[config.mk]
export PLATFORM = sky130hd
export DESIGN_NAME = seq_serializer
export DESIGN_NICKNAME = d
export VERILOG_FILES = /design/src/rtl/seq_pkg.sv /design/src/rtl/seq_bit_counter.sv /design/src/rtl/seq_serializer.sv
export SDC_FILE = /design/constraint.sdc
export NUM_CORES = 1
export LEC_CHECK = 0
export ABC_AREA = 1
export CAP_MARGIN = 20
export CORE_ASPECT_RATIO = 0.9
export CORE_UTILIZATION = 38
export CTS_CLUSTER_DIAMETER = 150
export DETAILED_ROUTE_END_ITERATION = 8
export SETUP_SLACK_MARGIN = 0.2
export SLEW_MARGIN = 10
export SYNTH_ARGS = -nofsm -noshare
export SYNTH_HDL_FRONTEND = slang
export SYNTH_SLANG_ARGS = --single-unit
[constraint.sdc]
create_clock -name clk -period 4 [get_ports clk]
set_clock_uncertainty 0.1 [all_clocks]
set_input_delay 0.8 -clock clk [delete_from_list [all_inputs] [get_ports clk]]
set_output_delay 0.8 -clock clk [all_outputs]
set_load 0.05 [all_outputs]
[src/rtl/seq_pkg.sv]
// Shared frame-state type and default word width for the sequence serializer.
package seq_pkg;
  localparam int SEQ_W = 8;

  typedef enum logic [1:0] {
    IDLE  = 2'd0,
    SHIFT = 2'd1,
    PAR   = 2'd2
  } state_t;
endpackage

[src/rtl/seq_bit_counter.sv]
// Frame-bit counter: clear has priority over enable; last flags the final data bit.
// One-cycle update latency, no backpressure.
module seq_bit_counter
  import seq_pkg::*;
#(
  parameter int W = SEQ_W
) (
  input  logic clk,
  input  logic rst_n,
  input  logic clr,
  input  logic en,
  output logic last
);
  localparam int CW = $clog2(W);
  localparam logic [CW-1:0] LAST_IDX = CW'(W - 1);

  logic [CW-1:0] cnt;

  always_ff @(posedge clk or negedge rst_n) begin
    if (!rst_n) begin
      cnt <= '0;
    end else if (clr) begin
      cnt <= '0;
    end else if (en) begin
      cnt <= cnt + CW'(1);
    end
  end

  assign last = (cnt == LAST_IDX);
endmodule

[src/rtl/seq_serializer.sv]
// Word-to-bit serializer (MSB first, LSB_FIRST=1 reverses); first bit one cycle after transfer.
// din_ready only in IDLE, PAR and the last data bit; SEQ_SERIALIZER_PARITY_EN appends even parity.
module seq_serializer
  import seq_pkg::*;
#(
  parameter int W         = SEQ_W,
  parameter int LSB_FIRST = 0
) (
  input  logic         clk,
  input  logic         rst_n,
  input  logic [W-1:0] din,
  input  logic         din_valid,
  output logic         din_ready,
  output logic         out,
  output logic         out_valid,
  output logic         busy
);
  state_t       state;
  logic [W-1:0] sreg;
  logic         last;
  logic         xfer;
`ifdef SEQ_SERIALIZER_PARITY_EN
  logic         par;
`endif

  function automatic logic head(input logic [W-1:0] v);
    return (LSB_FIRST != 0) ? v[0] : v[W-1];
  endfunction

  function automatic logic [W-1:0] tail(input logic [W-1:0] v);
    return (LSB_FIRST != 0) ? (v >> 1) : (v << 1);
  endfunction

  // Ready depends only on state and counter, so no valid->ready path exists.
  always_comb begin
    din_ready = 1'b0;
    case (state)
      IDLE:    din_ready = 1'b1;
`ifdef SEQ_SERIALIZER_PARITY_EN
      SHIFT:   din_ready = 1'b0;
      PAR:     din_ready = 1'b1;
`else
      SHIFT:   din_ready = last;
`endif
      default: din_ready = 1'b0;
    endcase
  end

  assign xfer = din_valid & din_ready;
  assign busy = (state != IDLE);

  seq_bit_counter #(.W(W)) u_cnt (
    .clk   (clk),
    .rst_n (rst_n),
    .clr   (xfer),
    .en    (state == SHIFT),
    .last  (last)
  );

  // out holds the bit on the wire; sreg holds the bits still to come.
  always_ff @(posedge clk or negedge rst_n) begin
    if (!rst_n) begin
      state     <= IDLE;
      sreg      <= '0;
      out       <= 1'b0;
      out_valid <= 1'b0;
`ifdef SEQ_SERIALIZER_PARITY_EN
      par       <= 1'b0;
`endif
    end else if (xfer) begin
      state     <= SHIFT;
      sreg      <= tail(din);
      out       <= head(din);
      out_valid <= 1'b1;
`ifdef SEQ_SERIALIZER_PARITY_EN
      par       <= ^din;
`endif
    end else begin
      case (state)
        SHIFT: begin
          if (!last) begin
            sreg <= tail(sreg);
            out  <= head(sreg);
          end else begin
`ifdef SEQ_SERIALIZER_PARITY_EN
            state <= PAR;
            out   <= par;
`else
            state     <= IDLE;
            out       <= 1'b0;
            out_valid <= 1'b0;
`endif
          end
        end
        default: begin
          state     <= IDLE;
          out       <= 1'b0;
          out_valid <= 1'b0;
        end
      endcase
    end
  end
endmodule

### Word level (Yosys, flattened, before mapping)

Index checks and enable logic that the tools add are counted.

| storage, ports and cells | value |
|---|---|
| output and inout port bits | 4 |
| register bits after elaboration | 15 |
| word-level logic and storage cells | 30 |
| input port bits | 11 |

| cells by class | value |
|---|---|
| add/subtract/negate cells | 1 |
| bitwise gates (word level) | 1 |
| reduce and logical (&&, ||, !) cells | 4 |
| equal/unequal tests | 4 |
| mux-type cells | 15 |

Operators by type and width:

| cell | number |
|---|---|
| 8-bit 2-to-1 mux | 3 |
| 1-bit 2-to-1 mux | 6 |
| 2-bit 2-to-1 mux | 3 |
| 3-bit 2-to-1 mux | 2 |
| 2-bit nonzero test | 2 |
| 3-bit by 1-bit adder with 3-bit output, second input constant | 1 |
| 3-bit equality test, second input constant | 1 |
| 3-bit by 2-bit != test with 1-bit output, second input constant | 1 |
| 2-bit by 1-bit equality test with 1-bit output, second input constant | 1 |
| 2-bit zero test | 1 |
| 2-bit by 1-bit != test with 1-bit output, second input constant | 1 |
| 1-bit case mux with 2 select lines | 1 |
| 2-bit AND reduction | 1 |
| 1-bit AND | 1 |

### Longest topological paths before layout

| logic depth | value |
|---|---|
| depth after elaboration | 5 |
| gate-level depth with buffers | 7 |

### Modules after synthesis

A second synthesis with hierarchy kept.

| unflattened totals | value |
|---|---|
| cells, all modules | 67 |
| area, all modules | 581.8 um^2 |

Modules (own cells, without submodules):

| module | area each (um^2) | times used | cells each |
|---|---|---|---|
| seq_serializer | 430.4 | 1 | 50 |
| seq_bit_counter | 151.4 | 1 | 17 |

### Least setup slack after synthesis

Ideal clock, no wire load.

| path | value |
|---|---|
| path kind | reg2out |
| start point | register u_cnt.cnt[0] |
| end point | output din_ready |
| arrival time | 1145 ps |
| data required time | 3100 ps |
| stages on the path, launching flop included | 6 |
| slack | 1955 ps |
| cell sequence | dfrtp_1 > ha_1 > ha_1 > inv_1 > nand2_2 > buf_6 |

| between the ends | value |
|---|---|
| longest elaborated chain between the ends | 2 |

Ends and longest elaborated chain:

| what | line | source |
|---|---|---|
| from (decl) | seq_bit_counter.sv:17 | `logic [CW-1:0] cnt;` |
| from (signal assigned) | seq_bit_counter.sv:25 | `cnt <= cnt + CW'(1);` |
| 3-bit equality test | seq_bit_counter.sv:29 | `assign last = (cnt == LAST_IDX);` |
| 1-bit case mux with 2 select lines | seq_serializer.sv:37 | `case (state)` |
| to (decl) | seq_serializer.sv:13 | `output logic din_ready,` |

Every way passes these cells.

### Final worst setup path

Ends and elaborated chain as after synthesis.

==> impl_results.md <==
- Leak pwr: approximately 0.37 nW
- 1st-pass router iterations: 4
- Clock Latency Late Sink: ~0.26 ns
- Clk sink count: 12
- Final Power: 0.000518 W
- Final Hold Fails: 0
- Placed Area: around 720 um2
- Port Buffers: 14
- Vias in the first global route: 364
- Max Slew Vio Count: 0
- Nets: 97
- Sequential element share of the synthesized area: about half
- Drt wl/cell: about 10 um
- Pin count of the biggest net entering global routing: 18
- Layout area overhead: 26.6%
- DRC: 0
- Max FO, Critical Path: 17
- Mapped cell area: between 500 and 600 um2
- Worst path max stage delay: between 0.8 and 0.9 ns
- Final core utilization: between 50% and 60%
- CTS H-tree depth: 1
- Initial antenna violation count: 0
- Least-Margin Pin Slew: 0.536 ns
- CP most frequent cell: ha_1
- Critical path class: flop to output port
- VDD IR-drop max: around 0.00032 V
- Yosys reg bits: 12
- # rows: 13
- First-pass GRT wire length: approximately 1.6 mm
- Post-layout minimum cycle time: approximately 3.1 ns
- Status: finished clean
- GP Congestion: between 0.6 and 0.7
- Arrival @ worst endpoint: 2.15 ns
- IO Pins: 15
- Setup crit start kind: flop
- Post-cts sizing count: 0
- Via count: between 400 and 500
- CTS Buffer Depth: 2
- Clock root cell: clkbuf_4
- Max cap viols: 0
- DRT Wirelength: around 1 mm
- Commonest non-fill, non-tap cell in the layout: nand3_1
- # diodes: 0
- CTS tree: yes
- Hold slack: about 0.39 ns
- Slowest CP cell: clkdlybuf4s50_1
- Die W: between 40 and 50 um
- Hold buffers post-CTS: 0
- WP data required: 3.10 ns
- Vert. Die Dim: approximately 39 um
- Fmax: roughly 330 MHz
- Worst Hold Class: flop to flop
- RSZ-0062 raised after global routing: false
- Mapped Avg Cell Area: ~8.6 um2
- Syn nets: around 80
- Worst setup EP type: output port
- CORE AREA: ~1400 um2
- Pwr per Cell Area: approximately 700 nW/um2
- Clock Pin Slew Worst Setup and Hold Paths: roughly 0.07 ns
- Initial core utilization: between 40 and 50%
- Total Routing Usage GR: between 10% and 20%
- Aggregate global routing overflow: 0
- Synth warn: 0
- Commonest cells after routing, fill and taps aside: nand3_1 (20), nand2_1 (18), clkdlybuf4s50_1 (14)
- DRT iter0 DRCs: 10
- DIE AREA: between 1500 and 2000 um2
- Max-Slew Margin vs Limit: between 60 and 70%
- Fin area: 738 um2
- Proportion of layout cells with a drive suffix above 1: about 7.3%
- Total CTS buffers: 3
- Mapped Cells: 68
- Post-CTS Setup Bufs: 0
- Crit path cell chain: ha_1 -> ha_1 -> inv_1 -> nand2_2 -> clkdlybuf4s50_1
- Post-DRT Antenna Nets: 0
- Setup TNS: 0 ns
- FILL cells: 148
- Final period util: 76.3%
- DR vias/cell: around 5
- Final setup fails: 0
- Count of cell types in the netlist: 12
==> kinds of logic (layout without fill, tap and decap cells) <==
logic type | after synthesis | after routing | synth area share (%)
DFF | 12 | 12 | 51.5
adders and majority gates | 2 | 2 | 4.29
buffers and inverters | 8 | 22 | 7.72
xor gates and xnor gates | 1 | 1 | 1.50
and+or+nand+nor | 45 | 45 | 35.0
==> where the power goes <==
part / switching, W / internal, W
Sequential: 0.0000267 / 0.000170
Clock: 0.0000371 / 0.0000348
Combinational: 0.000157 / 0.0000923
==> metal layers <==
layer | global-route usage, % | share of wire (%) | up-vias
met2 | 21.6 | 44 | 15
met1 | 16.4 | 47 | 217
li1 | - | - | 248
met5 | 0 | 0 | -
met4 | 6.82 | 1.4 | 0
met3 | 7.48 | 8.0 | 2
==> per-stage QoR <==
stage,worst slack [ns],instances
5_1_grt,0.865,97
2_1_floorplan,1.96,68
3_5_place_dp,1.23,94
4_1_cts,0.933,97
6_report,0.947,97
3_3_place_gp,1.26,94
==> final cells by class <==
| class | count | area, um2 | share of cell area (%) |
|---|---|---|---|
| tap | 15 | 18.8 | 2.54 |
| sequential | 12 | 300 | 40.7 |
| inverter | 5 | 18.8 | 2.54 |
| timing repair buffer | 14 | 140 | 19.0 |
| clock buffer | 3 | 22.5 | 3.05 |
| multi-input combinational | 48 | 238 | 32.2 |
==> cells in the mapped netlist (all sizes together) <==
| cell | number | area (um2) |
|---|---|---|
| nand3 | 20 | 100 |
| inv | 5 | 18.8 |
| nand2 | 19 | 73.8 |
| buf | 3 | 26.3 |
| nor2 | 6 | 30.0 |
| dfrtp | 12 | 300 |
| xnor2 | 1 | 8.76 |
| ha | 2 | 25.0 |
==> path summary, 6_finish.rpt <==
path	cells after the start	end	startpoint	slack [ns]
worst max-delay path	5	din_ready	u_cnt.cnt[0]$_DFFE_PN0P_	0.95
worst min-delay path	2	u_cnt.cnt[1]$_DFFE_PN0P_	u_cnt.cnt[1]$_DFFE_PN0P_	0.39
worst max register to register	6	sreg[6]$_DFFE_PN0P_	u_cnt.cnt[0]$_DFFE_PN0P_	2.50
worst min register to register	2	u_cnt.cnt[1]$_DFFE_PN0P_	u_cnt.cnt[1]$_DFFE_PN0P_	0.39
max in group asynchronous	1	u_cnt.cnt[2]$_DFFE_PN0P_	rst_n	2.66
min in group asynchronous	1	sreg[5]$_DFFE_PN0P_	rst_n	0.78
==> worst max-delay path, delay by kind of cell (launching register included) <==
family                     cells  cell delay [ns]
DFF                            1             0.37
and+or+nand+nor                1             0.24
buffers and inverters          2             0.93
adders and majority gates      2             0.35
==> registers in the layout, indices dropped and copies added (netlist names) <==
signal / cells
u_cnt.cnt: 3
out: 1
sreg: 7
out_valid: 1
(Power assumes the default switching activity.)
